`src/rtl/alu_issue_pkg.sv`:
```
// Shared decode constants for alu_issue: ALU op codes, opcodes, FSM states and the decoder.
// Latency: n/a (types and a combinational helper function only).
// Backpressure: n/a.
// Optional feature macro: ALU_ISSUE_IMM_EN (adds I-type ALU instruction decode).
package alu_issue_pkg;

    // The ALU's op encoding. The order of these values is fixed by the ALU, not chosen here.
    typedef enum logic [2:0] {
        ALU_ADD = 3'd0,
        ALU_SUB = 3'd1,
        ALU_OR  = 3'd2,
        ALU_XOR = 3'd3,
        ALU_AND = 3'd4,
        ALU_SRL = 3'd5,
        ALU_SLL = 3'd6,
        ALU_SLT = 3'd7
    } alu_op_e;

    localparam logic [6:0] OP_R = 7'b0110011;
    localparam logic [6:0] OP_I = 7'b0010011;

    typedef enum logic [1:0] {
        ST_IDLE = 2'd0,
        ST_EXEC = 2'd1,
        ST_WB   = 2'd2
    } state_e;

    // Source of the second ALU operand.
    typedef enum logic [1:0] {
        D2_RS2    = 2'd0,  // x[rs2]
        D2_RS2_SH = 2'd1,  // x[rs2][4:0], zero-extended (register shifts)
        D2_IMM    = 2'd2,  // sign-extended imm[11:0]
        D2_SHAMT  = 2'd3   // instr[24:20], zero-extended (immediate shifts)
    } d2_sel_e;

    typedef struct packed {
        logic    legal;
        alu_op_e op;
        d2_sel_e d2_sel;
    } dec_t;

    // Anything not explicitly listed (SRA/SRAI, SLTU/SLTIU, M-extension, other opcodes)
    // comes back with legal = 0.
    function automatic dec_t decode(input logic [31:0] instr);
        dec_t       d;
        logic [6:0] opc;
        logic [2:0] f3;
        logic [6:0] f7;
        opc      = instr[6:0];
        f3       = instr[14:12];
        f7       = instr[31:25];
        d.legal  = 1'b0;
        d.op     = ALU_ADD;
        d.d2_sel = D2_RS2;
        if (opc == OP_R) begin
            if (f7 == 7'b0000000) begin
                d.legal = 1'b1;
                case (f3)
                    3'b000:  d.op = ALU_ADD;
                    3'b001:  begin d.op = ALU_SLL; d.d2_sel = D2_RS2_SH; end
                    3'b010:  d.op = ALU_SLT;
                    3'b100:  d.op = ALU_XOR;
                    3'b101:  begin d.op = ALU_SRL; d.d2_sel = D2_RS2_SH; end
                    3'b110:  d.op = ALU_OR;
                    3'b111:  d.op = ALU_AND;
                    default: d.legal = 1'b0;
                endcase
            end else if (f7 == 7'b0100000 && f3 == 3'b000) begin
                d.legal = 1'b1;
                d.op    = ALU_SUB;
            end
        end
`ifdef ALU_ISSUE_IMM_EN
        else if (opc == OP_I) begin
            d.d2_sel = D2_IMM;
            case (f3)
                3'b000:  begin d.legal = 1'b1; d.op = ALU_ADD; end
                3'b010:  begin d.legal = 1'b1; d.op = ALU_SLT; end
                3'b100:  begin d.legal = 1'b1; d.op = ALU_XOR; end
                3'b110:  begin d.legal = 1'b1; d.op = ALU_OR;  end
                3'b111:  begin d.legal = 1'b1; d.op = ALU_AND; end
                3'b001:  begin d.legal = (f7 == 7'b0); d.op = ALU_SLL; d.d2_sel = D2_SHAMT; end
                3'b101:  begin d.legal = (f7 == 7'b0); d.op = ALU_SRL; d.d2_sel = D2_SHAMT; end
                default: d.legal = 1'b0;
            endcase
        end
`endif
        return d;
    endfunction

endpackage

```
`src/rtl/alu_issue_regfile.sv`:
```
// 32x32 integer register file: two combinational read ports, one synchronous write port.
// Latency: reads same cycle; a write is visible to reads after the writing edge.
// Backpressure: none; a write is taken whenever we is high. x0 reads 0, writes to it are dropped.
// Ports: clk, rst (async active-low), rs1/rs2 -> rdata1/rdata2, we/waddr/wdata write port.
// RF_RESET_ZERO = 1 clears all registers on reset; 0 keeps contents across reset.
module alu_issue_regfile #(
    parameter int RF_RESET_ZERO = 1
) (
    input  logic        clk,
    input  logic        rst,
    input  logic [4:0]  rs1,
    input  logic [4:0]  rs2,
    output logic [31:0] rdata1,
    output logic [31:0] rdata2,
    input  logic        we,
    input  logic [4:0]  waddr,
    input  logic [31:0] wdata
);

    logic [31:0] mem [32];

    assign rdata1 = (rs1 == 5'd0) ? 32'd0 : mem[rs1];
    assign rdata2 = (rs2 == 5'd0) ? 32'd0 : mem[rs2];

    generate
        if (RF_RESET_ZERO != 0) begin : g_rst
            always_ff @(posedge clk or negedge rst) begin
                if (!rst) begin
                    for (int i = 0; i < 32; i++) begin
                        mem[i] <= '0;
                    end
                end else if (we && waddr != 5'd0) begin
                    mem[waddr] <= wdata;
                end
            end
        end else begin : g_keep
            always_ff @(posedge clk) begin
                if (we && waddr != 5'd0) begin
                    mem[waddr] <= wdata;
                end
            end
        end
    endgenerate

endmodule

```
`src/rtl/alu_issue.sv`:
```
// Decode-and-issue front end for the registered ALU: decode, read operands, issue, write back.
// Latency: handshake edge T0 -> operands out after T0 -> writeback strobe after T2 (3 cycles/instr).
// Backpressure: instr_ready is high only in IDLE; illegal instructions are consumed in one cycle.
// Ports: clk, rst (async active-low); instr_valid/instr_ready/instr in; alu_op/alu_d1/alu_d2 to
// the ALU, alu_dout back from it; wb_valid/wb_rd/wb_data writeback report; illegal strobe.
// Optional feature macro: ALU_ISSUE_IMM_EN (I-type ALU instructions; illegal when undefined).
// The ALU's own synchronous active-high reset is driven from ~rst by the enclosing level.
module alu_issue
    import alu_issue_pkg::*;
#(
    parameter int RF_RESET_ZERO = 1
) (
    input  logic        clk,
    input  logic        rst,
    input  logic        instr_valid,
    output logic        instr_ready,
    input  logic [31:0] instr,
    output logic [2:0]  alu_op,
    output logic [31:0] alu_d1,
    output logic [31:0] alu_d2,
    input  logic [31:0] alu_dout,
    output logic        wb_valid,
    output logic [4:0]  wb_rd,
    output logic [31:0] wb_data,
    output logic        illegal
);

    state_e      state;
    alu_op_e     op_q;
    logic [4:0]  rd_q;
    dec_t        dec;
    logic [31:0] rs1_val;
    logic [31:0] rs2_val;
    logic [31:0] d2_nxt;

    assign dec         = decode(instr);
    assign instr_ready = (state == ST_IDLE) && rst;
    assign alu_op      = op_q;

    // Write happens on the WB exit edge, so an instruction handshaking on the very next
    // edge already reads the new value through the combinational read port.
    alu_issue_regfile #(
        .RF_RESET_ZERO(RF_RESET_ZERO)
    ) u_rf (
        .clk    (clk),
        .rst    (rst),
        .rs1    (instr[19:15]),
        .rs2    (instr[24:20]),
        .rdata1 (rs1_val),
        .rdata2 (rs2_val),
        .we     (state == ST_WB),
        .waddr  (rd_q),
        .wdata  (alu_dout)
    );

    always_comb begin
        d2_nxt = rs2_val;
        case (dec.d2_sel)
            D2_RS2_SH: d2_nxt = {27'd0, rs2_val[4:0]};
`ifdef ALU_ISSUE_IMM_EN
            D2_IMM:    d2_nxt = {{20{instr[31]}}, instr[31:20]};
            D2_SHAMT:  d2_nxt = {27'd0, instr[24:20]};
`endif
            default:   d2_nxt = rs2_val;
        endcase
    end

    always_ff @(posedge clk or negedge rst) begin
        if (!rst) begin
            state    <= ST_IDLE;
            op_q     <= ALU_ADD;
            alu_d1   <= '0;
            alu_d2   <= '0;
            rd_q     <= '0;
            wb_valid <= 1'b0;
            wb_rd    <= '0;
            wb_data  <= '0;
            illegal  <= 1'b0;
        end else begin
            wb_valid <= 1'b0;
            illegal  <= 1'b0;
            case (state)
                ST_IDLE: begin
                    // rst is high in this branch, so instr_ready reduces to state == IDLE.
                    if (instr_valid) begin
                        if (dec.legal) begin
                            op_q   <= dec.op;
                            alu_d1 <= rs1_val;
                            alu_d2 <= d2_nxt;
                            rd_q   <= instr[11:7];
                            state  <= ST_EXEC;
                        end else begin
                            illegal <= 1'b1;
                        end
                    end
                end
                // ALU samples op/d1/d2 on this state's exit edge.
                ST_EXEC: state <= ST_WB;
                ST_WB: begin
                    wb_valid <= 1'b1;
                    wb_rd    <= rd_q;
                    wb_data  <= alu_dout;
                    state    <= ST_IDLE;
                end
                default: state <= ST_IDLE;
            endcase
        end
    end

endmodule

```
`config.mk`:
```
export PLATFORM = sky130hd
export DESIGN_NAME = alu_issue
export DESIGN_NICKNAME = d
export VERILOG_FILES = /design/src/rtl/alu_issue_pkg.sv /design/src/rtl/alu_issue_regfile.sv /design/src/rtl/alu_issue.sv
export SDC_FILE = /design/constraint.sdc
export NUM_CORES = 2
export LEC_CHECK = 0
export CAP_MARGIN = 20
export CORE_ASPECT_RATIO = 1.5
export CORE_MARGIN = 2
export CORE_UTILIZATION = 30
export DETAILED_ROUTE_END_ITERATION = 12
export GPL_ROUTABILITY_DRIVEN = 0
export PLACE_DENSITY = 0.53
export REMOVE_ABC_BUFFERS = 1
export SLEW_MARGIN = 20
export SYNTH_ARGS = -nofsm -noshare
export SYNTH_HDL_FRONTEND = slang
export SYNTH_SLANG_ARGS = --single-unit
```
`constraint.sdc`:
```
create_clock -name clk -period 3.3 [get_ports clk]
set_clock_uncertainty 0.15 [all_clocks]
set_input_delay 0.66 -clock clk [delete_from_list [all_inputs] [get_ports clk]]
set_output_delay 0.66 -clock clk [all_outputs]
set_load 0.02 [all_outputs]
```
Yosys cells after proc, flatten, opt, wreduce, memory -nomap -nowiden --
Cells that the tools add are included.
Storage, ports and cells: register bits after elaboration 1137, bits of input ports 67, output and inout port bits 107, word-level logic and storage cells 101
Cells by class: order comparisons 4, eq/ne operators 13, multiplexer cells 26, bitwise gates (word level) 3, reductions and logical operators 14
Operators with widths (count):
- $bwmux 1024 | 1
- $bmux 32 s5 | 2
- $mux 32 | 8
- $demux 32 s5 | 1
- $ge 6x6->1 const B | 3
- $not 5->6 | 3
- $pmux 3 s6 | 1
- $eq 7x6->1 const B | 2
- $eq 3x3->1 const B | 4
- $logic_not 5->1 | 2
- $mux 4 | 2
- $logic_not 7->1 | 1
- $reduce_or 7->1 | 1
- $lt 6x1->1 const B | 1
- $mux 1 | 6
- $mux 2 | 3
- $mux 6 | 1
- $reduce_bool 5->1 | 1
- $eq 2x1->1 const B | 2
- $logic_and 1x1->1 | 4
- $ne 2x2->1 const B | 2
- $pmux 2 s2 | 1
- $eq 3x1->1 const B | 1
- $eq 3x2->1 const B | 1
- other kinds (6) | 6

Depth between registers and ports, before layout --
word-level depth 8, mapped depth 9, depth with buffers taken out 6

Hierarchy --
From an unflattened synthesis, not the netlist that was laid out.
Unflattened totals: cells, all modules 3936, area, all modules 59505.8 um2
Modules (own cells, without submodules):
- alu_issue_regfile | times used 1, cells each 3613, area an instance 54951.5 um2, sequential area each 25624.6 um2
- alu_issue | times used 1, cells each 323, area an instance 4554.4 um2, sequential area each 2827.7 um2

Least setup slack after synthesis --
Ideal clock, no wire load.
path kind input to register, start point input instr[20], end point register alu_d2[28], setup time 122 ps, arrival 2425 ps, data required time 3028 ps, path slack 604 ps, stages on the path 7, path buffers 3, cell sequence buf_2 -> buf_2 -> buf_2 -> mux4_2 -> a22oi_1 -> nand4_1 -> a32o_1
Between the ends: longest elaborated chain between the ends 6, elaborated cells between the ends (all ways) 7, classes of those cells mux (5); bitwise (1); reduce/logical (1)
Ends and longest elaborated chain:
- from (decl) | RTL line alu_issue.sv:17 | input logic [31:0] instr,
- $not 5->6 (implied by the code) | RTL line alu_issue_regfile.sv:23 | assign rdata2 = (rs2 == 5'd0) ? 32'd0 : mem[rs2];
- $bmux 32 s5 | RTL line alu_issue_regfile.sv:23
- $mux 32 (implied by the code) (2 in series) | RTL line alu_issue_regfile.sv:23
- $mux 32 * | RTL line alu_issue_regfile.sv:23
- $mux 32 * | RTL line alu_issue.sv:58 | case (dec.d2_sel)
- to (signal assigned) | RTL line alu_issue.sv:89 | alu_d2 <= d2_nxt;
- to (decl) | RTL line alu_issue.sv:20 | output logic [31:0] alu_d2,
Mark *: on every way between the ends. The rest lies on a longest branch, timed or not. The select of a mux whose other input is x is not followed. A chain may end at the register's enable or synchronous reset.

Worst setup path in the final report --
start point input rst, end point output instr_ready
Between the ends: longest elaborated chain between the ends 1
Ends and longest elaborated chain:
- from (decl) | RTL line alu_issue.sv:14 | input logic rst,
- $logic_and 1x1->1 | RTL line alu_issue.sv:37 | assign instr_ready = (state == ST_IDLE) && rst;
- to (decl) | RTL line alu_issue.sv:16 | output logic instr_ready,
No other way between the ends.

==> key figures <==
Die
  – Standard-cell rows: approximately 200
  – Core Box Area: ~0.19 mm²
  – Io pins: roughly 170
  – Starting density of the core: about 30%
  – Die Height: approximately 540 µm
  – Horizontal die dimension: between 300 and 400 µm
  – Full die area: 0.196 mm²

Drt
  – Post-DRT Antenna Nets: 0
  – Post-detailed-routing wire length: approximately 200000 µm
  – Number of DRC markers after the initial detailed-route iteration: 2980
  – Via count: 37749
  – Average detailed-routed wire length per instance: 30.4 µm
  – Via count normalized by instance count: 5.64
  – DRC Markers: 0
  – Initial DRT Pass Iterations: 5

Global route
  – Maximum number of pins on one net before global-route repair: between 150 and 200
  – Global route total overflow: 0
  – Wire length of the first global-routing pass: 294000 µm
  – Number of global-route vias before repair: ~40000
  – Total routing resource utilization after global routing: between 20% and 30%
  – Number of antenna violations at the first check in global routing: 3

Critical path
  – Kind of start point of the critical path: input port
  – Setup CP Type: in -> out
  – Arrival @ worst endpoint: approximately 2.2 ns
  – Family with the most delay on the worst path: buffers and inverters
  – Required time worst endpoint: 2.49 ns
  – Crit. End Element: output port
  – Maximum fanout along the worst path: 12
  – Buffers and inverters on the worst path: 3
  – Ordered cell list for the critical path: dlygate4sd3_1, buf_8, and2_1, clkdlybuf4s50_1
  – Slowest library cell on the worst path: sky130_fd_sc_hd__clkdlybuf4s50_1
  – Largest stage delay on the critical path: between 0.6 and 0.7 ns

Synthesis
  – Sequential cell area fraction in the yosys report: just under 50%
  – Top cells by area in the synthesized netlist: sky130_fd_sc_hd__dfrtp_1, sky130_fd_sc_hd__mux2_2, sky130_fd_sc_hd__mux4_2
  – Cell type contributing the most total cell area after synthesis: sky130_fd_sc_hd__dfrtp_1
  – Post-synth top cells: sky130_fd_sc_hd__dfrtp_1, sky130_fd_sc_hd__mux2_2, sky130_fd_sc_hd__mux4_2
  – Number of flops mapped to enable cells by yosys: 0
  – Number of distinct library cells after synthesis: 48
  – Count of warnings emitted by yosys: 0
  – Mean area per synthesized cell: 14.5 µm²
  – #FFs+latches synth: roughly 1100
  – Area share of the largest cell type after synthesis: 49.2%
  – Instance count of the mapped netlist: 3984
  – Most frequent cell after synthesis: sky130_fd_sc_hd__dfrtp_1
  – Synth Cell Area: 0.0578 mm²
  – Primary FF master, synth: sky130_fd_sc_hd__dfrtp_1
  – Share of flip-flops with an asynchronous set or reset: 100%

Finish
  – Fraction of final layout cells with drive strength greater than 1: between 40% and 50%
  – Count of fill cells added during filler insertion: about 18000
  – Count of nets after finishing: around 4200
  – Count of non-filler cells in the finished layout: around 6700
  – Layout Area Growth over Synthesis: 17.9%

Clock network
  – CTS Root Cell: sky130_fd_sc_hd__clkbuf_16
  – Clock insertion delay at the later pin of the skew report: 0.76 ns
  – H-tree levels: 3
  – Number of clock sinks: roughly 1100
  – Resize count post-CTS: 0
  – CTS tree: built
  – Clock Tree Buf Depth: 3
  – TritonCTS Buffers: roughly 120
  – Clock slew seen by the registers of the worst setup and hold paths: ~0.060 ns

STA
  – Max Slew Vio Count: 0
  – Rel. slew slack: between 30 and 40%
  – Final number of setup-violating endpoints: 0
  – Final critical-path setup slack: 0.262 ns
  – Min Tclk post-route: just over 3 ns
  – Setup TNS after final layout: 0 ns
  – Final hold vios: 0
  – Unrepaired setup endpoints after global routing: no
  – Highest clock frequency the design can meet: 329 MHz
  – Final worst path period share: just over 90%
  – Slew of the pin with the lowest slew margin: roughly 1.0 ns

Placement
  – Half-perimeter wire length after detailed placement: roughly 130000 µm
  – Number of buffers inserted by port buffering: 173
  – Worst slack at placement: 0.101 ns
  – Number of cells after detailed placement: roughly 6500

Run
  – Count of max-cap constraint violations: 0

Outcome
  – Outcome: finished, final reports clean

Power and ir drop
  – Overall Power: 31.3 mW
  – Maximum vdd ir drop: around 0.43 mV
  – Leakage dissipation: just under 30 nW
  – Total power per unit cell area: about 460 mW/mm²

Min path
  – Path class of the lowest-slack min-delay path: in -> async
## repair_timing
item	CTS	global route
hold buffers	1	0
hold endpoints to repair	120	0
setup buffers	0	0
## worst paths after layout
path	start	endpoint	slack, ns	depth (start not counted)
min reg2reg	u_rf.mem[999]$_DFFE_PN0P_	u_rf.mem[999]$_DFFE_PN0P_	0.25	0
max reg2reg	rd_q[3]$_DFFE_PN0P_	u_rf.mem[977]$_DFFE_PN0P_	0.54	4
max	rst	instr_ready	0.26	4
min in group clk	u_rf.mem[999]$_DFFE_PN0P_	u_rf.mem[999]$_DFFE_PN0P_	0.25	0
max in group asynchronous	rst	u_rf.mem[15]$_DFFE_PN0P_	1.23	4
min	rst	u_rf.mem[324]$_DFFE_PN0P_	0.17	2
## routing by layer
layer  track usage (%)  part of all wire, %  vias to the layer above
li1                  -                    -                    15474
met2              35.8                   50                     1257
met4              7.77                  4.0                        2
met3              3.04                  5.3                      391
met5                 0               0.0034                        -
met1              25.7                   40                    20625
## flip-flops by register name (all words and copies together), names as in the netlist
name      flops
alu_d1       32
alu_d2       32
alu_op        3
illegal       1
rd_q          5
state         2
u_rf.mem   1024
wb_data      32
wb_rd         5
wb_valid      1
## layout make-up
type | count | area, µm² | share of cell area [%]
diodes | 1 | 2.50 | 0.00367
clock buffers | 184 | 3540 | 5.20
clock inverters | 38 | 423 | 0.620
inverters | 4 | 15.0 | 0.0220
multi-input cells | 2399 | 27700 | 40.7
flip-flops and latches | 1137 | 28500 | 41.7
well taps | 2487 | 3110 | 4.56
repair buffers | 439 | 4880 | 7.15
## metrics by stage
stage | utilization, % | hold WS, ns | area (µm²)
global route | 35.5 | 0.168 | 68200
CTS | 35.5 | 0.154 | 68200
finish | 35.5 | 0.169 | 68200
floorplan | - | 0.214 | 56000
global placement | 33.5 | 0.226 | 64200
detailed placement | 33.5 | 0.233 | 64200
## logic make-up after synthesis
kind of cell	share of synthesized area (%)
simple gates	3.77
flops	49.2
mux	39.3
buf+inv	3.23
compound gates	4.49
xor+xnor	0.0152
## report_power, final
group          switching [mW]  internal [mW]
combinational            1.64           1.25
sequential              0.222           14.2
clock                    6.01           7.92
## cell usage in the layout (no fill, tap or decap), types with 16 or more instances in the layout
cell type / netlist / routed
sky130_fd_sc_hd__clkinv_2: 0 / 17
sky130_fd_sc_hd__buf_4: 6 / 177
sky130_fd_sc_hd__nand2_1: 289 / 274
sky130_fd_sc_hd__mux4_2: 448 / 448
sky130_fd_sc_hd__nand4_1: 39 / 39
sky130_fd_sc_hd__a22oi_1: 120 / 120
sky130_fd_sc_hd__buf_12: 0 / 91
sky130_fd_sc_hd__or2_2: 26 / 26
sky130_fd_sc_hd__clkbuf_1: 272 / 34
sky130_fd_sc_hd__mux2_2: 988 / 988
sky130_fd_sc_hd__mux2i_1: 136 / 136
sky130_fd_sc_hd__nand3_1: 45 / 45
sky130_fd_sc_hd__nand3b_1: 16 / 16
sky130_fd_sc_hd__clkdlybuf4s50_1: 0 / 163
sky130_fd_sc_hd__a21oi_1: 49 / 49
sky130_fd_sc_hd__clkbuf_8: 0 / 30
sky130_fd_sc_hd__o21ai_0: 26 / 26
sky130_fd_sc_hd__nor2_4: 0 / 21
sky130_fd_sc_hd__dfrtp_1: 1137 / 1137
sky130_fd_sc_hd__o2111ai_1: 18 / 18
sky130_fd_sc_hd__a32o_1: 61 / 61
sky130_fd_sc_hd__a221oi_1: 49 / 49
sky130_fd_sc_hd__clkbuf_16: 0 / 120
Note: power is estimated with default switching activity, not from simulation.
